## src/rtl/spike_sprite_fetch.sv

```systemverilog
// Spike sprite address generator: double-buffered spike table, per-pixel hit test,
// ROM address drive and latency-aligned opaque/palette output (3-cycle pipeline).
module spike_sprite_fetch #(
  parameter int unsigned NUM_SPIKES      = 8,
  parameter logic [2:0]  TRANSPARENT_IDX = 3'd0,
  localparam int unsigned IW = (NUM_SPIKES > 1) ? $clog2(NUM_SPIKES) : 1
) (
  input  logic          clock_i,
  input  logic          reset_n_i,
  input  logic          frame_start_i,
  input  logic          wr_en_i,
  input  logic [IW-1:0] wr_idx_i,
  input  logic [10:0]   wr_x_i,
  input  logic [9:0]    wr_y_i,
  input  logic          wr_active_i,
  input  logic [10:0]   scroll_x_i,
  input  logic          pix_valid_i,
  input  logic [9:0]    draw_x_i,
  input  logic [9:0]    draw_y_i,
  output logic [9:0]    rom_addr_o,
  input  logic [2:0]    rom_q_i,
  output logic          out_valid_o,
  output logic          out_hit_o,
  output logic [2:0]    out_idx_o
);

  logic [10:0] pend_x_q [NUM_SPIKES];
  logic [9:0]  pend_y_q [NUM_SPIKES];
  logic        pend_a_q [NUM_SPIKES];
  logic [10:0] act_x_q  [NUM_SPIKES];
  logic [9:0]  act_y_q  [NUM_SPIKES];
  logic        act_a_q  [NUM_SPIKES];
  logic [10:0] scroll_q;

  logic [9:0]  rom_addr_q;
  logic        hit_s1_q, valid_s1_q;
  logic        hit_s2_q, valid_s2_q;
  logic        out_valid_q, out_hit_q;
  logic [2:0]  out_idx_q;

  logic        hit_d;
  logic [9:0]  addr_d;
  logic [11:0] dx, dy;
  logic        opaque;

  // A write coinciding with frame_start is forwarded straight into the active table.
  always_ff @(posedge clock_i or negedge reset_n_i) begin
    if (!reset_n_i) begin
      for (int i = 0; i < int'(NUM_SPIKES); i++) begin
        pend_x_q[i] <= '0;
        pend_y_q[i] <= '0;
        pend_a_q[i] <= 1'b0;
        act_x_q[i]  <= '0;
        act_y_q[i]  <= '0;
        act_a_q[i]  <= 1'b0;
      end
      scroll_q <= '0;
    end else begin
      if (wr_en_i) begin
        pend_x_q[wr_idx_i] <= wr_x_i;
        pend_y_q[wr_idx_i] <= wr_y_i;
        pend_a_q[wr_idx_i] <= wr_active_i;
      end
      if (frame_start_i) begin
        for (int i = 0; i < int'(NUM_SPIKES); i++) begin
          if (wr_en_i && (wr_idx_i == IW'(i))) begin
            act_x_q[i] <= wr_x_i;
            act_y_q[i] <= wr_y_i;
            act_a_q[i] <= wr_active_i;
          end else begin
            act_x_q[i] <= pend_x_q[i];
            act_y_q[i] <= pend_y_q[i];
            act_a_q[i] <= pend_a_q[i];
          end
        end
        scroll_q <= scroll_x_i;
      end
    end
  end

  // Scan from the highest index down so the lowest-index hit wins.
  always_comb begin
    hit_d  = 1'b0;
    addr_d = '0;
    dx     = '0;
    dy     = '0;
    for (int i = int'(NUM_SPIKES) - 1; i >= 0; i--) begin
      dx = {2'b00, draw_x_i} + {1'b0, scroll_q} - {1'b0, act_x_q[i]};
      dy = {2'b00, draw_y_i} - {2'b00, act_y_q[i]};
      if (act_a_q[i] && pix_valid_i && (dx[11:5] == 7'd0) && (dy[11:5] == 7'd0)) begin
        hit_d  = 1'b1;
        addr_d = {dy[4:0], dx[4:0]};
      end
    end
  end

  assign opaque = hit_s2_q && (rom_q_i != TRANSPARENT_IDX);

  always_ff @(posedge clock_i or negedge reset_n_i) begin
    if (!reset_n_i) begin
      rom_addr_q  <= '0;
      hit_s1_q    <= 1'b0;
      valid_s1_q  <= 1'b0;
      hit_s2_q    <= 1'b0;
      valid_s2_q  <= 1'b0;
      out_valid_q <= 1'b0;
      out_hit_q   <= 1'b0;
      out_idx_q   <= '0;
    end else begin
      rom_addr_q  <= addr_d;
      hit_s1_q    <= hit_d;
      valid_s1_q  <= pix_valid_i;
      hit_s2_q    <= hit_s1_q;
      valid_s2_q  <= valid_s1_q;
      out_valid_q <= valid_s2_q;
      out_hit_q   <= opaque;
      out_idx_q   <= opaque ? rom_q_i : 3'd0;
    end
  end

  assign rom_addr_o  = rom_addr_q;
  assign out_valid_o = out_valid_q;
  assign out_hit_o   = out_hit_q;
  assign out_idx_o   = out_idx_q;

endmodule

```

## config.mk

```make
export PLATFORM = sky130hd
export DESIGN_NAME = spike_sprite_fetch
export DESIGN_NICKNAME = d
export VERILOG_FILES = /design/src/rtl/spike_sprite_fetch.sv
export SDC_FILE = /design/constraint.sdc
export NUM_CORES = 1
export LEC_CHECK = 0
export CAP_MARGIN = 40
export CORE_ASPECT_RATIO = 1.25
export CORE_MARGIN = 2
export CORE_UTILIZATION = 45
export CTS_BUF_LIST = sky130_fd_sc_hd__clkbuf_8
export CTS_CLUSTER_DIAMETER = 120
export DETAILED_ROUTE_END_ITERATION = 7
export SETUP_SLACK_MARGIN = 0.2
export SLEW_MARGIN = 0
export SYNTH_ARGS = -nofsm -noshare
export SYNTH_HDL_FRONTEND = slang
export SYNTH_SLANG_ARGS = --single-unit
```

## constraint.sdc

```tcl
create_clock -name clock_i -period 10.6 [get_ports clock_i]
set_input_delay 1.06 -clock clock_i [delete_from_list [all_inputs] [get_ports clock_i]]
set_output_delay 1.06 -clock clock_i [all_outputs]
set_load 0.05 [all_outputs]
```

**Word level (Yosys, flattened, before mapping)**

Index checks and enable logic that the tools add are counted.

- Order comparisons: 2
- Bitwise logic cells: 1
- Eq/ne operators: 7
- $add $sub $neg: 17
- Mux-type cells: 50
- Reduce and logical (&&, ||, !) cells: 52
- Div/mod/pow operators: 0
- $mul: 0
- Shifts and indexed selects: 0

Operators with widths:

| kind | number |
|---|---|
| 10-bit two-way mux | 17 |
| 7-bit zero test | 16 |
| 11-bit two-way mux | 9 |
| 12-bit by 11-bit subtractor with 12-bit output | 8 |
| 88-bit bitwise mux | 1 |
| 10-bit by 10-bit subtractor with 11-bit output | 8 |
| 80-bit bitwise mux | 1 |
| 1-bit logical AND | 34 |
| 11-bit demux with 3-bit select | 1 |
| 10-bit demux with 3-bit select | 1 |
| 1-bit two-way mux | 17 |
| 10-bit by 11-bit adder with 12-bit output | 1 |
| 3-bit == test, second input constant | 4 |
| 8-bit bitwise mux | 1 |
| 3-bit by 2-bit == test with 1-bit output, second input constant | 2 |
| 4-bit greater-or-equal comparator, second input constant | 1 |
| 4-bit by 1-bit < comparator with 1-bit output, second input constant | 1 |
| 3-bit NOT with 4-bit output | 1 |
| 1-bit demux with 3-bit select | 1 |
| 3-bit by 1-bit == test with 1-bit output, second input constant | 1 |
| 3-bit zero test | 1 |
| 3-bit two-way mux | 1 |
| 3-bit nonzero test | 1 |

- Memories kept: 0
- ROM bits: 0
- Output and inout port bits: 15
- Register bits after elaboration: 382
- Input port bits: 64
- Latch bits: 0
- Bits in writable memories: 0
- Logic and storage cells: 186

**Depth between registers and ports, before layout**

Gate-level depths: netlist of the first run.

- Word-level depth: 13
- Depth in mapped cells: 25

**Worst setup path after synthesis of the first run**

Ideal clock, no wire load.

- Path kind: input to register
- From: input port draw_x_i[0]
- To: register rom_addr_q[2], in the netlist rom_addr_o[2]
- Setup time: 0.124 ns
- Path buffers: 0
- Path slack: 4.813 ns
- Arrival: 5.662 ns
- Required time: 10.476 ns
- Stages on the path: 23
- Path through: ha_1 -> fa_1 -> a21o_1 -> a21oi_1 -> o21bai_1 -> a21oi_1 -> o21ai_0 -> a21oi_1 -> o21bai_1 -> a21oi_1 -> xnor2_1 -> ha_1 -> nand2b_1 -> a21oi_1 -> a311o_1 -> nor4_1 -> o221ai_1 -> or4_4 -> nor4b_2 -> nor3_1 -> a2111oi_0 -> o21a_1 -> a21oi_1

- Word-level cells in the longest chain between the ends: 13
- Elaborated cells on any way between the ends: 41
- Classes of those cells: 9 x add/sub; 8 x mux; 24 x reduce/logical

Ends and longest elaborated chain:

| what | RTL line | source |
|---|---|---|
| start: declaration | 18 | `input logic [9:0] draw_x_i,` |
| 10-bit by 11-bit adder with 12-bit output * | 88 | `dx = {2'b00, draw_x_i} + {1'b0, scroll_q} - {1'b0, act_x_q[i]};` |
| 12-bit by 11-bit subtractor with 12-bit output | 88 |  |
| 7-bit zero test | 90 | `if (act_a_q[i] && pix_valid_i && (dx[11:5] == 7'd0) && (dy[11:5] == 7'd0)) begin` |
| 1-bit logical AND (2 in a row) | 90 |  |
| 10-bit two-way mux (7 in a row) | 90 |  |
| 10-bit two-way mux * | 90 |  |
| via addr_d[2] | 42 | `logic [9:0] addr_d;` |
| end signal: assignment | 110 | `rom_addr_q <= addr_d;` |
| end: declaration | 35 | `logic [9:0] rom_addr_q;` |

The timed path passes the listed nets; every way through them passes the cells marked *.
A chain may end at the register's enable or synchronous reset.

**Worst setup path in the final report of the first run**

- From: input port draw_x_i[0]
- To: register rom_addr_q[8], in the netlist rom_addr_o[8]

The elaborated chain is that of the path after synthesis.

==> key figures, run 1 <==
Routing
  • Per-cell routed wire length: ~21 microns
  • Detail Route Antenna Nets: 0
  • Vias: between 15,000 and 20,000
  • Detailed Route Iter0 Violations: ~1,200
  • Vias per inst: 5.62
  • DRC violation count after routing: 0
  • Final wirelength: around 66,000 microns
  • Drt pass-1 iters: 7

Setup path
  • Crit path kind: in2reg
  • CP endpoint kind: flip-flop
  • Crit-path max FO: 13
  • Arrival time at the worst endpoint: 7.04 ns
  • R2r worst-path depth: 24
  • CP Buf/Inv Count: 2
  • Crit path required time: 11.17 ns
  • Max stage delay cell, worst path: nor4b_4
  • Most frequent CP cell: a21oi_1
  • Crit path depth: 25
  • R2R setup slack: roughly 4.6 ns
  • Slowest Stage Delay on Critical Path: ~0.7 ns
  • Crit-path leading delay family: compound AO/OA/AOI/OAI gates
  • Startpoint types: input port

Final layout
  • Most common cell after layout, fill and taps aside: dfrtp_1
  • Most frequent cells in the layout: 382 x dfrtp_1, 252 x o21ai_0, 238 x inv_1, 233 x nand2_1, 214 x mux2_2
  • Sequential Area: between 0.009 and 0.01 sq mm
  • Fill cells: 4,641
  • Multi-input logic area: around 0.012 sq mm
  • Final nets: about 2,700
  • Final instance area: 0.0261 sq mm
  • Finished Layout Cells: between 3,000 and 4,000
  • Layout cells sized above 1: between 10% and 20%
  • P&R area growth vs syn: 13.4%

Global route
  • Gr ovfl total: 0
  • Initial antenna violation count: 2
  • First-pass GRT wire length: ~100,000 microns
  • Overall Global Routing Usage: 25.2%
  • Vias in the first global route: approximately 17,000
  • Largest net degree at the start of global routing: ~170

Clock tree
  • Hold buffers post-CTS: 0
  • Clock Latency Late Sink: approximately 0.65 ns
  • Post-cts sizing count: 0
  • CTS root buf: clkbuf_8
  • Clk slew on worst S/H paths: ~0.060 ns
  • Post-CTS Setup Inserts: 0
  • Longest Clk Path Bufs: 3
  • H-tree depth: 3
  • Clk sinks: between 300 and 400
  • CTS buffer count: slightly below 70
  • CTS tree: done

Timing
  • Highest Clock Rate: ~150 MHz
  • RSZ-0062 raised after global routing: no
  • Fin crit share: about three fifths
  • Final Hold Vio Count: 0
  • Crit path time final: roughly 6.5 ns
  • Setup Viol. Count Final: 0
  • Min setup slack post-route: a little over 4 ns
  • Worst-margin pin slew: between 0.9 and 1 ns
  • Slew HR: 34.3%
  • TNS Setup: 0 ns
  • Max Clock Skew: around 0.031 ns
  • Pins Over Slew Limit: 0

Floorplanning
  • Chip height: approximately 260 microns
  • Total I/O pin count: 79
  • Core area: ~0.051 sq mm
  • Std-Cell Rows: 92
  • Chip Width: 206 microns
  • Starting Density: between 40% and 50%
  • DIE AREA: around 0.053 sq mm

Synth
  • Avg Inst Size Synth: just under 10 sq um
  • Top-area cell type share of the netlist area: approximately two fifths
  • Synth area leader: dfrtp_1
  • Sequential-to-total area share from yosys stat: between 40% and 50%
  • Post-synth EDFFs: 0
  • Distinct cells, synth: a little over 80
  • Synthesis-stage register bit count: ~380
  • Post-synthesis instance total: 2,349
  • Synth Cell Area: about 0.023 sq mm
  • Mapped Nets: approximately 2,600
  • Post-synth ARST share: 100%
  • Synth Flop Type: dfrtp_1
  • Synth area leaders: dfrtp_1 42%, mux2_2 10%, ha_1 9.7%
  • Ys Warns: 0

Power and ir drop
  • Maximum vdd ir drop: roughly 120 uV
  • Power consumption: 5.71 mW
  • Pwr Density: approximately 220 mW/mm^2
  • Pleak: roughly 12 nW

Place
  • Dpl hpwl: between 40,000 and 50,000 microns
  • Area post-placement: between 0.02 and 0.025 sq mm
  • Pre-CTS setup slack: 3.50 ns
  • Post-Place Cells: slightly above 3,000
  • GP Congestion: between 0.9 and 1
  • Port Buf Inserts: just under 80

Run
  • Max Cap Viol: 0

Worst hold path
  • HP Class: reg2reg
  • Hold Path Stages: 0

Run status
  • Status: finished, final reports clean
cells by family after synthesis:
logic type      after synthesis  share of synthesized area, %
fa+ha+maj                   195                          11.2
flops                       382                          41.5
simple gates                592                          12.7
xor+xnor                     62                          2.36
mux                         230                          11.2
compound gates              602                          16.3
buf+inv                     286                          4.72
per-layer routing:
metal / track usage [%] / part of all wire (%)
met3: 3.69 / 4.8
met5: 0 / 0.015
met1: 36.2 / 47
met2: 37.8 / 44
met4: 11.0 / 4.0
path summary, 6_finish.rpt:
| path | startpoint | end |
|---|---|---|
| min in group asynchronous | reset_n_i | scroll_q[8] |
| min reg2reg | valid_s2_q | out_valid_o |
| max in group asynchronous | reset_n_i | act_y_q[56] |
| min | valid_s2_q | out_valid_o |
| max reg2reg | scroll_q[0] | rom_addr_o[8] |
| max | draw_x_i[0] | rom_addr_o[8] |
layout make-up:
cell class              count  area share, %
flip-flops and latches    382           36.6
repair buffers            111           4.14
clock inverters            32          0.787
clock buffers              86           4.54
diodes                      1        0.00959
well taps                 658           3.16
multi-input cells        1681           47.6
inverters                 220           3.17
sequential cells by signal, summed over array words and instances (netlist names):
name and flops:
act_x_q 88, pend_x_q 88, act_y_q 80, pend_y_q 80, scroll_q 11, rom_addr_o 10
act_a_q 8, pend_a_q 8, out_idx_o 3, hit_s1_q 1, hit_s2_q 1, out_hit_o 1
out_valid_o 1, valid_s1_q 1, valid_s2_q 1
Yosys cell counts (all sizes together), types with 7 or more instances:
cell,count
dfrtp,382
o21ai,257
nand2,233
inv,220
mux2,214
ha,178
nor2,111
a21oi,99
clkbuf,55
nand2b,49
xnor2,43
o21a,37
nor3,33
nor2b,31
a211oi,23
a21o,22
nand3,21
nor4,19
xor2,19
fa,17
nor3b,17
a31oi,16
mux2i,16
o211ai,15
o31a,14
o21bai,12
buf,11
nand4,11
a21boi,10
nand3b,10
o2111ai,10
o31ai,10
and2,9
a211o,8
nand4b,8
o221ai,8
o22ai,8
or2,8
a2111oi,7
and3,7
o311ai,7
or4,7
power breakdown:
group | leakage [nW] | switching [mW] | internal, mW | total [mW]
sequential | 4.68 | 0.0850 | 1.75 | 1.83
clock | 0.775 | 0.624 | 0.778 | 1.40
combinational | 6.21 | 1.48 | 0.995 | 2.48
total | 11.7 | 2.19 | 3.52 | 5.71
stage by stage:
step | hold WS, ns | util, %
2_1_floorplan | 0.331 | -
3_3_place_gp | 0.332 | 48.8
3_5_place_dp | 0.336 | 48.9
4_1_cts | 0.349 | 51.6
5_1_grt | 0.360 | 51.6
6_report | 0.348 | 51.6
(Power assumes the default switching activity.)
==> run 2: changes to the inputs <==
==> constraint.sdc (replaced) <==
create_clock -name clock_i -period 6.59 [get_ports clock_i]
set_input_delay 0.659 -clock clock_i [delete_from_list [all_inputs] [get_ports clock_i]]
set_output_delay 0.659 -clock clock_i [all_outputs]
set_load 0.05 [all_outputs]
==> run 2 against run 1 <==
Compared with the run above:
- die area stayed put
- sequential cell count unchanged
- non-clock buffer count rose by 6
- critical path depth down 1
- register-to-register slack worse by 3.7 ns
- combinational power up 60%
- clock power up 61%
- largest power group unchanged
- highest routed layer is now met4
==> key figures, run 2 (synthesized netlist as in run 1, its figures left out) <==
Final layout
  • Most frequent cells in the layout: 382 x dfrtp_1, 252 x o21ai_0, 244 x inv_1, 233 x nand2_1, 214 x mux2_2
  • Fill cells: 4,677 (+0.78%)
  • Final nets: 2,730 (+0.22%)
  • P&R area growth vs syn: 13.4% (about the same)
  • Layout cells sized above 1: 15.0% (-0.26 points)
  • Multi-input logic area: 0.0124 sq mm (-0.14%)
  • Final instance area: 0.0261 sq mm (about the same)
  • Largest regs: act_x_q: 88 flops, pend_x_q: 88 flops
  • Sequential Area: 0.00956 sq mm (unchanged)
  • Finished Layout Cells: 3,174 (+0.095%)
  • Most common cell after layout, fill and taps aside: dfrtp_1

Setup path
  • Crit path depth: 24 (-4.0%)
  • Startpoint types: input port
  • Crit-path leading delay family: compound AO/OA/AOI/OAI gates
  • Crit-path max FO: 8 (-5)
  • CP endpoint kind: flip-flop
  • R2R setup slack: 0.92 ns (-3.66 ns)
  • Slowest Stage Delay on Critical Path: 0.48 ns (-0.21 ns)
  • Arrival time at the worst endpoint: 6.30 ns (-0.74 ns)
  • Worst r2r dst: rom_addr_o[8]
  • Max stage delay cell, worst path: nor4b_4
  • Crit. Startpoint: draw_x_i[0]
  • CP Buf/Inv Count: 1 (-1)
  • Most frequent CP cell: a21oi_1
  • Crit path kind: in2reg
  • Critical path cell sequence: clkdlybuf4s50_1, ha_1, fa_1, a21o_1, a21oi_1, o21bai_1, a21oi_1, o21ai_0, a21oi_1, o21bai_1, a21oi_1, xnor2_1, ha_1, nand2b_1, a21oi_1, a311o_1, nor4_1, o221ai_1, or4_4, nor4b_4, or3b_1, a311oi_1, o21ai_0, nor3b_2
  • Critical R2R Launch: scroll_q[0]
  • R2r worst-path depth: 23 (-4.2%)
  • Crit path required time: 7.15 ns (-4.02 ns)

Global route
  • Gr ovfl total: 0 (unchanged)
  • Vias in the first global route: 17,600 (+1.5%)
  • First-pass GRT wire length: 103,000 microns (+1.9%)
  • Overall Global Routing Usage: 25.7% (+0.48 points)
  • Largest net degree at the start of global routing: 125 (-26%)
  • Initial antenna violation count: 1 (-1)

Clock tree
  • CTS tree: done
  • Clk slew on worst S/H paths: 0.06 ns (about the same)
  • CTS buffer count: 69 (unchanged)
  • Post-CTS Setup Inserts: 0 (unchanged)
  • CTS root buf: clkbuf_8
  • Clock Latency Late Sink: 0.66 ns (about the same)
  • Clk sinks: 382 (unchanged)
  • Hold buffers post-CTS: 0 (unchanged)
  • Longest Clk Path Bufs: 3 (unchanged)
  • Post-cts sizing count: 0 (unchanged)
  • H-tree depth: 3 (unchanged)

Routing
  • Vias: 17,900 (+0.37%)
  • Detail Route Antenna Nets: 0 (unchanged)
  • DRC violation count after routing: 0 (unchanged)
  • Vias per inst: 5.64 (+0.28%)
  • Per-cell routed wire length: 20.9 microns (+0.78%)
  • Final wirelength: 66,400 microns (+0.88%)
  • Drt pass-1 iters: 7 (unchanged)
  • Detailed Route Iter0 Violations: 1,058 (-14%)

Power and ir drop
  • Pleak: 11.7 nW (+0.35%)
  • Maximum vdd ir drop: 200 uV (+61%)
  • Power consumption: 9.17 mW (+61%)
  • Pwr Density: 351 mW/mm^2 (+60%)

Timing
  • Slew HR: 42.3% (+8.0 points)
  • Pins Over Slew Limit: 0 (unchanged)
  • Crit path time final: about 5.7 ns
  • Highest Clock Rate: 174 MHz
  • Fin crit share: between 80 and 90%
  • Max Clock Skew: 0.0379 ns (+0.00698 ns)
  • RSZ-0062 raised after global routing: no
  • Worst-margin pin slew: 0.865 ns (-0.121 ns)
  • Setup Viol. Count Final: 0 (unchanged)
  • TNS Setup: 0 ns (unchanged)
  • Final Hold Vio Count: 0 (unchanged)

Floorplanning
  • Chip height: 257 microns (unchanged)
  • Total I/O pin count: 79 (unchanged)
  • Starting Density: 45.5% (unchanged)
  • Std-Cell Rows: 92 (unchanged)
  • DIE AREA: 0.0530 sq mm (unchanged)
  • Chip Width: 206 microns (unchanged)
  • Core area: 0.0505 sq mm (unchanged)

Place
  • Area post-placement: 0.0247 sq mm (+0.19%)
  • Port Buf Inserts: 78 (unchanged)
  • GP Congestion: 0.919 (-1.5%)
  • Post-Place Cells: 3,058 (+0.20%)
  • Dpl hpwl: 49,100 microns (+1.6%)

Run status
  • Status: finished, final reports clean

Worst hold path
  • HP Class: in2async

Run
  • Max Cap Viol: 0 (unchanged)
run 2: cell type report:
| class | count | area share [%] |
|---|---|---|
| multi-input combinational | 1681 | 47.5 |
| clock inverter | 35 | 0.940 |
| inverter | 220 | 3.17 |
| tap | 658 | 3.16 |
| timing repair buffer | 117 | 4.38 |
| sequential | 382 | 36.6 |
| clock buffer | 80 | 4.22 |
| antenna | 1 | 0.00959 |
run 2: worst register-to-register path, stage by stage (launching register included):
cell,delay (ns)
dfrtp_1,0.38
ha_1,0.23
fa_1,0.41
a21o_1,0.19
a21oi_1,0.22
o21bai_1,0.10
a21oi_1,0.24
o21ai_0,0.12
a21oi_1,0.23
o21bai_1,0.10
a21oi_1,0.18
xnor2_1,0.27
ha_1,0.36
nand2b_1,0.10
a21oi_1,0.07
a311o_1,0.28
nor4_1,0.21
o221ai_1,0.17
or4_4,0.46
nor4b_4,0.48
or3b_1,0.29
a311oi_1,0.07
o21ai_0,0.25
nor3b_2,0.20
run 2: stage by stage:
stage	util (%)	hold slack, ns	setup slack, ns
after floorplan	-	0.331	1.20
after global placement	48.8	0.332	0.219
after detailed placement	49.0	0.342	0.215
after CTS	51.6	0.0882	0.886
after global routing	51.6	0.143	0.486
final	51.6	0.0770	0.849
run 2: how the worst max path moves through the flow:
stage	end	slack, ns
floorplan	rom_addr_o[2]	1.20
global placement	rom_addr_o[8]	0.22
detailed placement	rom_addr_o[8]	0.21
CTS	rom_addr_o[8]	0.89
global route	rom_addr_o[8]	0.49
finish	rom_addr_o[8]	0.85
run 2: power breakdown:
part	total [mW]	switching [mW]	internal (mW)
Clock	2.25	0.998	1.25
Combinational	3.97	2.37	1.60
Sequential	2.95	0.137	2.81
run 2: layer usage:
metal	share of wire, %	up-vias	GRT usage, %
li1	-	8582	-
met1	48	8817	36.5
met2	45	390	40.2
met3	4.0	100	3.50
met4	2.8	0	9.09
met5	0	-	0
